$ cat src/rtl/fifo_uart_pkg.sv
// fifo_uart_pkg: shared state encoding, frame sizing and parity helper for fifo_uart_tx.
// Rev 1.0
`default_nettype none

package fifo_uart_pkg;

  typedef enum logic [2:0] {
    ST_IDLE   = 3'd0,
    ST_FETCH  = 3'd1,
    ST_LOAD   = 3'd2,
    ST_START  = 3'd3,
    ST_DATA   = 3'd4,
    ST_PARITY = 3'd5,
    ST_STOP   = 3'd6
  } state_t;

  localparam int START_BITS = 1;

  function automatic int frame_bits(input int data_width, input int parity_en, input int stop_bits);
    return START_BITS + data_width + parity_en + stop_bits;
  endfunction

  // Even parity is the plain XOR reduction; odd parity inverts it.
  function automatic logic parity_of(input logic [63:0] data, input logic odd);
    return (^data) ^ odd;
  endfunction

endpackage

`default_nettype wire

$ cat src/rtl/fifo_uart_tx_bit_timer.sv
// uart_bit_timer: bit-period counter; bit_tick marks the last clk of each bit, near_tick the one before.
// Rev 1.0
`default_nettype none

module uart_bit_timer
  import fifo_uart_pkg::*;
#(
  parameter int CLKS_PER_BIT = 16,
  parameter int CNT_WIDTH    = 8
) (
  input  logic clk,
  input  logic reset,
  input  logic run,
  output logic bit_tick,
  output logic near_tick
);

  localparam logic [CNT_WIDTH-1:0] LAST_CNT = CNT_WIDTH'(CLKS_PER_BIT - 1);
  localparam logic [CNT_WIDTH-1:0] NEAR_CNT = CNT_WIDTH'(CLKS_PER_BIT - 2);

  logic [CNT_WIDTH-1:0] cnt;

  always_ff @(posedge clk) begin
    if (reset || !run) begin
      cnt <= '0;
    end else if (cnt == LAST_CNT) begin
      cnt <= '0;
    end else begin
      cnt <= cnt + 1'b1;
    end
  end

  assign bit_tick  = run && (cnt == LAST_CNT);
  assign near_tick = run && (cnt == NEAR_CNT);

endmodule

`default_nettype wire

$ cat src/rtl/fifo_uart_tx.sv
// fifo_uart_tx: pops words from a synchronous FIFO and serialises them as UART frames on txd.
// Rev 1.0
`default_nettype none

module fifo_uart_tx
  import fifo_uart_pkg::*;
#(
  parameter int DATA_WIDTH   = 8,
  parameter int CLKS_PER_BIT = 16,
  parameter int CNT_WIDTH    = 8,
  parameter int PARITY_EN    = 0,
  parameter int PARITY_ODD   = 0,
  parameter int STOP_BITS    = 1
) (
  input  logic                  clk,
  input  logic                  reset,
  input  logic                  enable,
  input  logic                  fifo_empty,
  output logic                  fifo_read,
  input  logic [DATA_WIDTH-1:0] fifo_data,
  output logic                  txd,
  output logic                  busy,
  output logic                  frame_done
);

  localparam int FRAME_BITS = frame_bits(DATA_WIDTH, PARITY_EN, STOP_BITS);
  localparam int FB_W       = $clog2(FRAME_BITS);
  localparam int IDX_W      = (DATA_WIDTH > 1) ? $clog2(DATA_WIDTH) : 1;
  localparam logic [FB_W-1:0]  LAST_FRAME_BIT = FB_W'(FRAME_BITS - 1);
  localparam logic [IDX_W-1:0] LAST_DATA_IDX  = IDX_W'(DATA_WIDTH - 1);
  localparam logic             ODD            = (PARITY_ODD != 0);

  state_t                state;
  logic [DATA_WIDTH-1:0] shift;
  logic                  parity_bit;
  logic [IDX_W-1:0]      bit_idx;
  logic [FB_W-1:0]       frame_bit;
  logic                  run;
  logic                  bit_tick;
  logic                  near_tick;

  assign run = state inside {ST_START, ST_DATA, ST_PARITY, ST_STOP};

  uart_bit_timer #(
    .CLKS_PER_BIT(CLKS_PER_BIT),
    .CNT_WIDTH   (CNT_WIDTH)
  ) u_bit_timer (
    .clk      (clk),
    .reset    (reset),
    .run      (run),
    .bit_tick (bit_tick),
    .near_tick(near_tick)
  );

  // txd is loaded one edge ahead of each bit so the line stays fully registered.
  always_ff @(posedge clk) begin
    if (reset) begin
      state      <= ST_IDLE;
      txd        <= 1'b1;
      fifo_read  <= 1'b0;
      busy       <= 1'b0;
      frame_done <= 1'b0;
      shift      <= '0;
      parity_bit <= 1'b0;
      bit_idx    <= '0;
      frame_bit  <= '0;
    end else begin
      fifo_read  <= 1'b0;
      frame_done <= 1'b0;
      case (state)
        ST_IDLE: begin
          if (enable && !fifo_empty) begin
            state     <= ST_FETCH;
            fifo_read <= 1'b1;
            busy      <= 1'b1;
          end
        end
        ST_FETCH: state <= ST_LOAD;
        ST_LOAD: begin
          shift      <= fifo_data;
          parity_bit <= parity_of(64'(fifo_data), ODD);
          bit_idx    <= '0;
          frame_bit  <= '0;
          txd        <= 1'b0;
          state      <= ST_START;
        end
        ST_START: begin
          if (bit_tick) begin
            state     <= ST_DATA;
            txd       <= shift[0];
            shift     <= shift >> 1;
            frame_bit <= frame_bit + 1'b1;
          end
        end
        ST_DATA: begin
          if (bit_tick) begin
            frame_bit <= frame_bit + 1'b1;
            if (bit_idx == LAST_DATA_IDX) begin
              if (PARITY_EN != 0) begin
                state <= ST_PARITY;
                txd   <= parity_bit;
              end else begin
                state <= ST_STOP;
                txd   <= 1'b1;
              end
            end else begin
              bit_idx <= bit_idx + 1'b1;
              txd     <= shift[0];
              shift   <= shift >> 1;
            end
          end
        end
        ST_PARITY: begin
          if (bit_tick) begin
            state     <= ST_STOP;
            txd       <= 1'b1;
            frame_bit <= frame_bit + 1'b1;
          end
        end
        ST_STOP: begin
          if (near_tick && frame_bit == LAST_FRAME_BIT) begin
            frame_done <= 1'b1;
          end
          if (bit_tick) begin
            if (frame_bit == LAST_FRAME_BIT) begin
              state     <= ST_IDLE;
              busy      <= 1'b0;
              frame_bit <= '0;
            end else begin
              frame_bit <= frame_bit + 1'b1;
            end
          end
        end
        default: state <= ST_IDLE;
      endcase
    end
  end

endmodule

`default_nettype wire

$ cat config.mk
export PLATFORM = sky130hd
export DESIGN_NAME = fifo_uart_tx
export DESIGN_NICKNAME = d
export VERILOG_FILES = /design/src/rtl/fifo_uart_pkg.sv /design/src/rtl/fifo_uart_tx_bit_timer.sv /design/src/rtl/fifo_uart_tx.sv
export SDC_FILE = /design/constraint.sdc
export NUM_CORES = 1
export LEC_CHECK = 0
export CAP_MARGIN = 20
export CORE_ASPECT_RATIO = 2
export CORE_MARGIN = 1.5
export CORE_UTILIZATION = 55
export CTS_CLUSTER_DIAMETER = 40
export DETAILED_ROUTE_END_ITERATION = 8
export GPL_ROUTABILITY_DRIVEN = 0
export PLACE_DENSITY = 0.85
export RECOVER_POWER = 25
export SETUP_SLACK_MARGIN = 0.4
export SLEW_MARGIN = 0
export SYNTH_ARGS = -nofsm -noshare
export SYNTH_HDL_FRONTEND = slang
export SYNTH_SLANG_ARGS = --single-unit
$ cat constraint.sdc
create_clock -name clk -period 2.7 [get_ports clk]
set_input_delay 0.675 -clock clk [delete_from_list [all_inputs] [get_ports clk]]
set_output_delay 0.675 -clock clk [all_outputs]
set_load 0.05 [all_outputs]
# Yosys cells after proc, flatten, opt, wreduce, memory -nomap -nowiden
# Cells that the tools add are included.
# Widths: inputs -> output; s select.
# op_classes
n_addsub	3
eq_ne	19
muxes	30
bitwise_logic	2
reduce_logical	24
# ops
cell	count
$mux 3	9
$mux 8	3
$pmux 8 s3	1
$pmux 3 s7	1
$eq 8x4->1 const B	2
$eq 3x3->1 const B	4
$mux 4	3
$ne 2x2->1 const B	6
$pmux 4 s3	1
$reduce_and 4->1	3
$mux 1	9
$add 8x1->8 const B	1
$reduce_bool 4->1	2
$reduce_and 7->1	1
$eq 3x2->1 const B	2
$ne 2x1->1 const B	3
$pmux 3 s2	1
$reduce_and 3->1	2
$reduce_bool 3->1	2
$reduce_or 2->1	3
$add 4x1->4 const B	1
$eq 4x4->1 const B	1
$logic_and 1x1->1	4
$pmux 1 s4	1
9 further kinds	12
# totals
register_bits	30
in_bits	12
output_inout_bits	4
word_cells	87

# Longest topological paths before layout
# depth
word_depth	5
ltp_mapped	6
mapped_depth_nobuf	6

# Modules after synthesis
# From an unflattened synthesis, not the netlist that was laid out.
# hier_totals
cells_unflattened	201
hier_area_um2	1715.4
# modules_own_cells
module	n_inst	cells_each	area_per_inst_um2	seq_area_each_um2
fifo_uart_tx	1	156	1331.3	440.4
uart_bit_timer	1	45	384.1	160.2

# Least setup slack after synthesis
# OpenSTA, ideal clock, no wires.
# synth_path
path_type	register -> register
start	register u_bit_timer.cnt[4]
end	register bit_idx[0]
setup_ns	0.121
t_arrival_ns	2.016
t_required_ns	2.579
path_slack_ns	0.562
stages_incl_launch_ff	6
path_buffers	1
synth_period_minus_slack_ns	2.138
cell_sequence	dfxtp_1 > or4_4 > buf_6 > or4_4 > a21oi_4 > mux2_4
# synth_via
elab_chain_cells	4
# synth_lines
element	line_no	rtl
from (decl)	fifo_uart_tx_bit_timer.sv:21	logic [CNT_WIDTH-1:0] cnt;
from (signal assigned)	fifo_uart_tx_bit_timer.sv:29	cnt <= cnt + 1'b1;
$eq 8x4->1	fifo_uart_tx_bit_timer.sv:33	assign bit_tick = run && (cnt == LAST_CNT);
$logic_and 1x1->1	fifo_uart_tx_bit_timer.sv:33	
$ne 2x2->1 (no source line)	n/a	
$reduce_and 3->1 (no source line)	n/a	
to (signal assigned)	fifo_uart_tx.sv:107	bit_idx <= bit_idx + 1'b1;
to (decl)	fifo_uart_tx.sv:36	logic [IDX_W-1:0] bit_idx;
# No other way between the ends.
# A chain may end at the register's enable or synchronous reset.

# Worst setup path in the final report
# layout_path
start	register state[1]
end	register shift[3]
# layout_via
elab_chain_cells	5
word_cells_on_any_way	13
classes_between	8 x eq/ne; 1 x mux; 4 x reduce/logical
# layout_lines
element	line_no	rtl
from (decl)	fifo_uart_tx.sv:33	state_t state;
from (signal assigned)	fifo_uart_tx.sv:58	state <= ST_IDLE;
from (signal assigned)	fifo_uart_tx.sv:73	state <= ST_FETCH;
from (signal assigned)	fifo_uart_tx.sv:78	ST_FETCH: state <= ST_LOAD;
$eq 3x2->1, or another cell as far along	fifo_uart_tx.sv:42, fifo_uart_tx.sv:70	
$reduce_bool 4->1	fifo_uart_tx.sv:42	assign run = state inside {ST_START, ST_DATA, ST_PARITY, ST_STOP};
$logic_and 1x1->1	fifo_uart_tx_bit_timer.sv:33	
$ne 2x2->1 (no source line)	n/a	
$reduce_and 4->1 (no source line)	n/a	
to (signal assigned)	fifo_uart_tx.sv:80	shift <= fifo_data;
to (signal assigned)	fifo_uart_tx.sv:91	shift <= shift >> 1;
to (signal assigned)	fifo_uart_tx.sv:109	shift <= shift >> 1;
to (decl)	fifo_uart_tx.sv:34	logic [DATA_WIDTH-1:0] shift;
# Parallel ways exist; a longest one is shown, timed or not.

==> run_results.csv <==
group,metric,value,unit
routing,via_per_inst,6.517,
synth,synthCells,183,
placed_design,dp_cells,222,
die,die_h,80.41,µm
die,core,2908,µm²
global_route,grt-ovfl-total,0,
critical_path,critPathBufInv,0,
critical_path,endpoint,"shift[3]",
global_route,grt_pass1_wl,6727,µm
critical_path,worst-setup-path-type,"register to register",
cells_and_area,area_delta_synth_final,16.33,%
clock_tree,clk_pin_slew,0.07,ns
cells_and_area,layout.cells.non_filler,230,
synth,syn_nets,203,
placed_design,dpl.hpwl,3071,µm
critical_path,worstPathRequired,2.86,ns
job,cap_violations,0,
die,pin_count,16,
clock_tree,clkLatencyLatePin,0.29,ns
synth,yosys_warnings,0,
cells_and_area,nets,219,
sta,relSlewSlack,62.57,%
clock_tree,cts_buffers,5,
critical_path,path_cells,"or3b_2 > o41a_1 > a2111oi_1 > nor3_1",
critical_path,reg2reg_to,"shift[3]",
global_route,gr-usage-met1,24.06,%
routing,vias,1499,
worst_hold_path,hold_class,"register to register",
clock_tree,clockBufferDepth,2,
clock_tree,cts-root-buf,"clkbuf_8",
global_route,grt_pass1_vias,1477,
sta,fin_setup_tns,0,ns
critical_path,cp.arrival,2.35,ns
power_and_ir_drop,power_density,747.0,nW/µm²
routing,drc,0,
sta,slew_viol_final,0,
global_route,grt_use_met3,5.618,%
routing,first_pass_iters,4,
sta,min_period,2.194,ns
synth,ys_seq_area_share,36.45,%
sta,period_share,81.25,%
critical_path,cp_max_fo,13,
critical_path,cp_top_family,"compound AO/OA/AOI/OAI gates",
critical_path,worstSetupStartpoint,"state[1]",
die,initial_core_util,56.67,%
critical_path,rrSetupSlack,0.51,ns
power_and_ir_drop,ir_worst_vdd,433.2,µV
sta,finalHoldViolations,0,
power_and_ir_drop,p_leak,0.7232,nW
status,outcome,"completed",
critical_path,worstSetupEndpointType,"register",
critical_path,reg2reg_depth,4,
global_route,grt-busiest-layer,"met2",
die,dieArea,3354,µm²
clock_tree,cts_tree,"built",
synth,synth.avg_cell_area,9.005,µm²
clock_tree,cts_post_setup_buffers_inserted,0,
synth,ys.flop_type,"dfxtp_1",
routing,postRouteWirelength,4133,µm
cells_and_area,layout_commonest_cell,"dfxtp_1",
die,fp.dieW,41.71,µm
critical_path,r2r-start,"state[1]",
routing,wl_per_cell,17.97,µm
clock_tree,cts.sinks,30,
cells_and_area,antenna_cells,0,
global_route,grt_usage,26.47,%
sta,finClkSkew,0.009886,ns
cells_and_area,drive_gt1_share,12.00,%
critical_path,path_depth,4,
die,placementRows,28,
sta,worst_slew_pin_slew,0.5602,ns
clock_tree,htree_levels,2,
sta,clock.fmax,455.8,MHz
critical_path,cpMaxStageDelayCell,"or3b_2",
synth,synth_cell_types,46,
sta,rsz0062_at_grt,"yes",
synth,mappedNetlistArea,1648,µm²
sta,finalSetupViolations,0,
synth,synth_async_sr_flop_share,0,%
critical_path,start_kind,"register",
cells_and_area,final_cell_mix,"dfxtp_1 (30), clkdlybuf4s50_1 (14), nor3_1 (12), nor2_1 (12), a21oi_1 (11)",
global_route,met2_usage,52.19,%
synth,synth-seq-cells,30,
global_route,antenna_found_initial,0,
global_route,grt_max_degree,19,
routing,drt_iter0_drc,54,
routing,antenna_left,0,
placed_design,portBuffers,15,
synth,synth-edff-count,0,
critical_path,critPathMaxStageDelay,0.68,ns
[where the power goes]
group,internal [mW],total (mW),switching (mW),leakage (nW)
Combinational,0.193,0.488,0.295,0.433
Sequential,0.509,0.559,0.0498,0.243
Clock,0.205,0.385,0.180,0.0472
[sequential cells by signal, summed over array words and instances (netlist names)]
signal / cells
txd: 1
bit_idx: 3
frame_bit: 4
shift: 8
u_bit_timer.cnt: 8
frame_done: 1
fifo_read: 1
busy: 1
state: 3
[worst reg2reg max path, delay by kind of cell (launching register included)]
| kind | cells | cell delay, ns |
|---|---|---|
| compound gates | 2 | 0.85 |
| simple gates | 2 | 0.76 |
| flops | 1 | 0.45 |
[cells by family (layout without fill, tap and decap cells)]
group                    count (synthesis)  in the layout  share of synthesized area (%)
multiplexers                             7              7                          4.783
AO/OA/AOI/OAI                           39             39                          19.06
AND/OR/NAND/NOR                         77             77                          25.97
flip-flops                              30             30                          36.45
adder cells (fa/ha/maj)                  8              8                          6.075
XOR/XNOR                                 7              7                          3.721
buffers and inverters                   15             32                          3.948
[cells in the mapped netlist (2+ instances only)]
library cell  instances  area, µm²
and3b_1               2      17.52
nor2_1               12      45.04
nor2b_1               4      25.02
nand3_1               9      45.04
o21ai_0               3      15.01
clkbuf_1              8      30.03
a21oi_1              11      55.05
nor4_1                3      18.77
nand2b_1              4      25.02
a22oi_1               2      15.01
o311a_1               2      20.02
dfxtp_1              30      600.6
inv_1                 5      18.77
a2111oi_0             7      61.31
and3_1                8      50.05
nor3_1               12      60.06
mux2_2                3      33.78
xnor2_1               2      17.52
mux2i_1               3      30.03
a221o_1               2      20.02
or3b_2                3      26.28
xor2_1                5      43.79
ha_1                  8      100.1
nand4_1               3      18.77
or4_4                 2      22.52
nand2_1              10      37.54
[routing by layer]
metal | part of all wire [%] | vias to the layer above | wire length, µm
met5 | 0 | - | 0
met4 | 4.7 | 0 | 194
met3 | 3.5 | 21 | 145
met2 | 57 | 54 | 2362
met1 | 35 | 708 | 1431
li1 | - | 716 | -
[through the flow]
| stage | setup slack (ns) | util (%) | power [mW] | hold WS, ns | instance area [µm²] |
|---|---|---|---|---|---|
| floorplan | 0.5623 | - | 0.9110 | 0.4368 | 1648 |
| global placement | 0.5746 | 62.56 | 1.018 | 0.4508 | 1819 |
| detailed placement | 0.4853 | 62.56 | 1.043 | 0.4701 | 1819 |
| CTS | 0.4511 | 65.83 | 1.426 | 0.4884 | 1914 |
| global route | 0.3971 | 65.92 | 1.500 | 0.5032 | 1917 |
| finish | 0.5062 | 65.92 | 1.432 | 0.4916 | 1917 |
[cell type report]
class / instances / area (µm²)
timing repair buffer: 19 / 180.2
fill: 240 / 991.0
multi-input combinational: 138 / 984.7
sequential: 30 / 600.6
clock inverter: 2 / 12.51
tap: 30 / 37.54
clock buffer: 6 / 82.58
inverter: 5 / 18.77
[timing repair]
| item | CTS | global route |
|---|---|---|
| resized for setup | 0 | 2 |
| hold buffers | 0 | 0 |
| setup endpoints to repair | 0 | 2 |
[worst min-delay path by stage]
stage / from / endpoint / slack (ns) / depth (start not counted)
detailed placement: u_bit_timer.cnt[0] / u_bit_timer.cnt[0] / 0.47 / 1
floorplan: u_bit_timer.cnt[0] / u_bit_timer.cnt[0] / 0.44 / 1
finish: u_bit_timer.cnt[0] / u_bit_timer.cnt[0] / 0.49 / 1
global placement: bit_idx[2] / bit_idx[2] / 0.45 / 2
global route: u_bit_timer.cnt[0] / u_bit_timer.cnt[0] / 0.50 / 1
CTS: u_bit_timer.cnt[0] / u_bit_timer.cnt[0] / 0.49 / 1
No activity file was read; power rests on OpenSTA's default activity.
==> RTL edit 1, RTL diff (config.mk and constraints unchanged) <==
Change the parameter `DATA_WIDTH` from 8 to 16.
--- a/src/rtl/fifo_uart_tx.sv
+++ b/src/rtl/fifo_uart_tx.sv
@@ -5,7 +5,7 @@
 module fifo_uart_tx
   import fifo_uart_pkg::*;
 #(
-  parameter int DATA_WIDTH   = 8,
+  parameter int DATA_WIDTH   = 16,
   parameter int CLKS_PER_BIT = 16,
   parameter int CNT_WIDTH    = 8,
   parameter int PARITY_EN    = 0,
Interface: changed (resized fifo_data); port bits go from 16 to 24. The function was not compared with the original's and may differ.
==> RTL edit 1 against the unedited design <==
- sequential cell count increased by 10
- global-route usage decreased by 2.6 points
- worst hold slack got worse by 0.020 ns
- cell count increased by 27%
- area after synthesis increased by 21%
- setup slack got worse by 0.031 ns
- first-iteration DRC count decreased by 26%
- count of clock-buffer cells in the layout increased by 1
- clock skew increased by 0.0016 ns
- critical path depth increased by 1
- routed wire length decreased by 0.77%
- final area increased by 24%
- via count increased by 9.7%
- critical endpoint is now shift[6]
- largest cell class unchanged
Power is not compared: it rests on default switching activity, and its combinational part moved more than twofold at a synthesized area within 25%.
==> RTL edit 1: results (changes against the unedited design) <==
| Quantity | This run | Change |
|---|---|---|
| Pin count of the biggest net entering global routing | 32 | +13 |
| Post-Synthesis Net Count | 246 | +21% |
| Met2 routing resource usage after global routing | 44.0% | -8.1 points |
| Number of global-route vias before repair | 1655 | +12% |
| Distinct cell type count after synthesis | 47 | +2.2% |
| Overall global routing resource usage | 23.9% | -2.6 points |
| Global-route wire length before repair | 7.00 mm | +4.1% |
| Final ANT Viol Nets | 0 | unchanged |
| Routed length per placed instance | 14.1 um | -22% |
| Setup Skew | 0.0115 ns | +0.00162 ns |
| # port buffers | 23 | +8 |
| Register area share after synthesis | 40.2% | +3.7 points |
| Placed wire-length estimate after detailed placement | 3.04 mm | -1.1% |
| Met3 layer usage reported by global route | 4.33% | -1.3 points |
| Combinational gate power | 152 uW |  |
| Buffer depth of the longest clock path | 2 | unchanged |
| Initial detailed-routing violation count | 40 | -26% |
| Crit path max-delay cell type | sky130_fd_sc_hd__or4_4 |  |
| Wire length on met2 | 2.32 mm | -1.8% |
| Crit-path leading delay family | simple AND/OR/NAND/NOR gates |  |
| Largest cells by area after synthesis | sky130_fd_sc_hd__dfxtp_1 40%, sky130_fd_sc_hd__mux2i_1 7.5%, sky130_fd_sc_hd__a211oi_1 6.4% |  |
| Worst hold path stage count | 1 | unchanged |
| Clock latency on the worst-skew pair | 0.30 ns |  |
| Total vias in the final route | 1645 | +9.7% |
| Nets | 267 | +22% |
| Largest stage delay, worst path | 0.58 ns | -0.10 ns |
| Routed length on met3 | 118 um | -19% |
| Initial antenna violation count | 0 | unchanged |
| Share of post-route cells with drive strength above 1 | 8.23% | -3.8 points |
| Filler Cell Count | 267 | +11% |
| Share of flip-flops with an asynchronous set or reset | 0% | unchanged |
| Registers with the most flip-flops | shift (16), u_bit_timer.cnt (8), frame_bit (5) |  |
| GR Util met1 | 22.6% | -1.5 points |
| Detailed-routing iteration count for the pre-antenna-repair pass | 4 | unchanged |
| Result of the run | finished, final reports clean |  |
| Number of gates resized after CTS | 0 | unchanged |
| Measured slew at the worst slew-check pin | 0.620 ns | +0.0599 ns |
| Maximum net fanout on the critical path | 31 | +18 |
| Pwr per Cell Area | 558 mW/mm2 |  |
| Total routed wire length on the met1 layer | 1.56 mm | +8.7% |
| Top cells by count, synth | 40 x sky130_fd_sc_hd__dfxtp_1, 33 x sky130_fd_sc_hd__nor2_1, 17 x sky130_fd_sc_hd__a211oi_1 |  |
| Post-CTS setup buffers | 0 | unchanged |
| WP data arrival | 2.42 ns | +0.07 ns |
==> RTL edit 1: cell types whose count changed after synthesis, sizes merged, moves of 4 or more <==
cell     unedited run  this run
a2111oi             7         0
and3                9         3
dfxtp              30        40
buf                 2         9
nor2               12        34
a211oi              0        17
mux2i               3        15
mux2                4         0
nor3               12         2
==> RTL edit 1: area by class of cell <==
| cell class | count | area, um2 | area share (%) |
|---|---|---|---|
| multi-input combinational | 161 | 1100 | 46.3 |
| timing repair buffer | 28 | 264 | 11.1 |
| clock inverter | 1 | 30.0 | 1.27 |
| sequential | 40 | 801 | 33.8 |
| tap | 48 | 60.1 | 2.53 |
| clock buffer | 7 | 96.3 | 4.06 |
| inverter | 6 | 22.5 | 0.950 |
==> RTL edit 1: final timing paths <==
kind | startpoint | endpoint | slack, ns
setup / recovery | u_bit_timer.cnt[6] | shift[6] | 0.48
setup reg to reg | u_bit_timer.cnt[6] | shift[6] | 0.48
hold reg to reg | u_bit_timer.cnt[0] | u_bit_timer.cnt[0] | 0.47
hold / removal | u_bit_timer.cnt[0] | u_bit_timer.cnt[0] | 0.47
==> RTL edit 1: logic make-up after synthesis <==
family | share of synthesized area (%)
AND/OR/NAND/NOR | 22.5
AO/OA/AOI/OAI | 17.1
flip-flops | 40.2
buffers and inverters | 5.15
multiplexers | 7.53
XOR/XNOR | 4.39
adder cells (fa/ha/maj) | 3.14
==> RTL edit 1: through the flow <==
step / instance area [um2] / cells / utilization, % / setup WS [ns]
floorplan: 1990 / 221 / - / 0.824
global placement: 2240 / 283 / 65.6 / 0.633
detailed placement: 2240 / 283 / 65.6 / 0.493
CTS: 2370 / 291 / 69.3 / 0.469
global route: 2370 / 291 / 69.4 / 0.296
finish: 2370 / 291 / 69.4 / 0.476
==> RTL edit 2, RTL diff (same settings) <==
Made on the original files. One comparison of `cnt` changes from == to >=.
--- a/src/rtl/fifo_uart_tx_bit_timer.sv
+++ b/src/rtl/fifo_uart_tx_bit_timer.sv
@@ -31,7 +31,7 @@
   end
 
   assign bit_tick  = run && (cnt == LAST_CNT);
-  assign near_tick = run && (cnt == NEAR_CNT);
+  assign near_tick = run && (cnt >= NEAR_CNT);
 
 endmodule
 
Check against the original RTL: same outputs for any inputs over 10 cycles, from zero or initial values and one cycle with reset high; that may be too few to reach the edited logic, so the function may still have changed.
==> RTL edit 2 against the unedited design <==
- global-route usage shrank 0.53 points
- sequential cell count stayed put
- largest power group is now combinational logic
- critical path type is now flip-flop to output port
- clock power increased by 10%
- setup slack improved by 0.094 ns
- clock skew shrank 0.0055 ns
- synthesized cell count unchanged
- final area fell by 4.6%
- count of clock-buffer cells in the layout rose by 2
- routed wire length fell by 20%
- area after synthesis fell by 3.4%
- power grew 20%
- sequential share of layout area rose by 1.5 points
==> RTL edit 2: results (changes against the unedited design) <==
| Quantity | This run | Change |
|---|---|---|
| # port buffers | 15 | unchanged |
| CTS clk-pin slew, worst paths | 0.06 ns |  |
| Initial antenna violation count | 0 | unchanged |
| Crit path max-delay cell type | sky130_fd_sc_hd__clkdlybuf4s50_1 |  |
| Post-detailed-placement cell area | 0.00173 mm2 | -5.1% |
| R2r worst-path depth | 8 | +4 |
| Number of gates resized after CTS | 0 | unchanged |
| Register area share after synthesis | 37.7% | +1.3 points |
| Pins over their slew limit | 0 | unchanged |
| Number of buffers created by CTS | 5 | unchanged |
| Post-CTS setup buffers | 0 | unchanged |
| Reg-to-reg critical path startpoint | bit_idx[0] |  |
| Distinct cell type count after synthesis | 52 | +13% |
| Tightest Hold Check Type | flip-flop to flip-flop |  |
| Worst reg2reg endpoint | shift[2] |  |
| Worst hold path stage count | 2 | +1 |
| Final ANT Viol Nets | 0 | unchanged |
| Setup Skew | 0.00436 ns | -0.00553 ns |
| Source of the critical timing path | txd |  |
| Crit-path leading delay family | buffers and inverters |  |
| Overall global routing resource usage | 25.9% | -0.53 points |
| Setup slack of the worst register-to-register path | 0.60 ns | +0.09 ns |
| Layout Cells excl Fill | 229 | -0.43% |
| Global-route wire length before repair | 5.91 mm | -12% |
| Setup WS pre-CTS | 0.383 ns | -0.102 ns |
| Placed wire-length estimate after detailed placement | 2.40 mm | -22% |
| Source of the worst hold timing path | bit_idx[1] |  |
| Top cells by count, synth | 30 x sky130_fd_sc_hd__dfxtp_1, 26 x sky130_fd_sc_hd__nor2_1, 14 x sky130_fd_sc_hd__a21oi_1 |  |
| Clock latency on the worst-skew pair | 0.28 ns |  |
| Relative slew slack | 55.0% | -7.6 points |
| WP data arrival | 1.42 ns | -0.93 ns |
| Post-Synthesis Net Count | 203 | unchanged |
| Share of post-route cells with drive strength above 1 | 8.00% | -4.0 points |
| Cells after Synth | 183 | unchanged |
| Dpl cells | 221 | -0.45% |
| Maximum net fanout on the critical path | 2 | -11 |
| Max rail drop VDD | 0.568 mV | +31% |
| Largest stage delay, worst path | 0.81 ns | +0.13 ns |
| Total vias in the final route | 1394 | -7.0% |
| Pin count of the biggest net entering global routing | 17 | -2 |
| Total length of routed wires | 3.32 mm | -20% |
| Largest cells by area after synthesis | sky130_fd_sc_hd__dfxtp_1 38%, sky130_fd_sc_hd__ha_1 6.3%, sky130_fd_sc_hd__nor2_1 6.1% |  |
| Clock root buffer master | sky130_fd_sc_hd__clkbuf_8 |  |
| Number of global-route vias before repair | 1428 | -3.3% |
| Endpoint, Worst Hold | bit_idx[1] |  |
| Result of the run | finished, final reports clean |  |
| Detailed-routing iteration count for the pre-antenna-repair pass | 4 | unchanged |
| Leak Pwr | 0.710 nW | -1.8% |
| Initial detailed-routing violation count | 36 | -33% |
| Final worst hold slack | 0.475 ns | -0.0163 ns |
| Switching part of the total power | 38.0% | +1.3 points |
| Registers with the most flip-flops | shift (8), u_bit_timer.cnt (8), frame_bit (4) |  |
## RTL edit 2: kinds of logic after synthesis
| group | count (synthesis) | synth area share (%) |
|---|---|---|
| simple gates | 72 | 23.8 |
| compound gates | 45 | 18.6 |
| flops | 30 | 37.7 |
| buf+inv | 15 | 5.82 |
| fa+ha+maj | 8 | 6.29 |
| mux | 7 | 4.40 |
| xor+xnor | 6 | 3.30 |
## RTL edit 2: metal layers
layer / global-route usage (%) / vias to the layer above / routed length, um
li1: - / 684 / -
met1: 26.8 / 662 / 1240
met2: 42.7 / 36 / 1850
met3: 5.03 / 12 / 109
met4: 17.3 / 0 / 113
met5: 0 / - / 0
## RTL edit 2: power by group through the flow
stage,Sequential (mW),Clock (mW),Combinational (mW)
detailed placement,0.642,0,0.650
global placement,0.634,0,0.622
finish,0.633,0.425,0.660
global route,0.651,0.451,0.748
CTS,0.631,0.436,0.661
floorplan,0.613,0,0.564
## RTL edit 2: how the worst max path moves through the flow
stage / end / slack [ns] / depth (start not counted)
4_1_cts: txd / 0.59 / 1
5_1_grt: shift[4] / 0.40 / 8
6_report: txd / 0.60 / 1
2_1_floorplan: shift[5] / 0.68 / 8
3_3_place_gp: state[1] / 0.49 / 6
3_5_place_dp: state[1] / 0.38 / 6
## RTL edit 2: cell type report
class                           instances  area [um2]
Multi-Input combinational cell        138         895
Inverter                                7        26.3
Clock buffer                            8         110
Tap cell                               29        36.3
Sequential cell                        30         601
Timing Repair Buffer                   17         161
Fill cell                             233         907
## RTL edit 2: worst min-delay path, stage by stage, from the launching register on
cell and delay, ns:
sky130_fd_sc_hd__dfxtp_1 0.32, sky130_fd_sc_hd__nand2_1 0.05, sky130_fd_sc_hd__a21oi_1 0.05
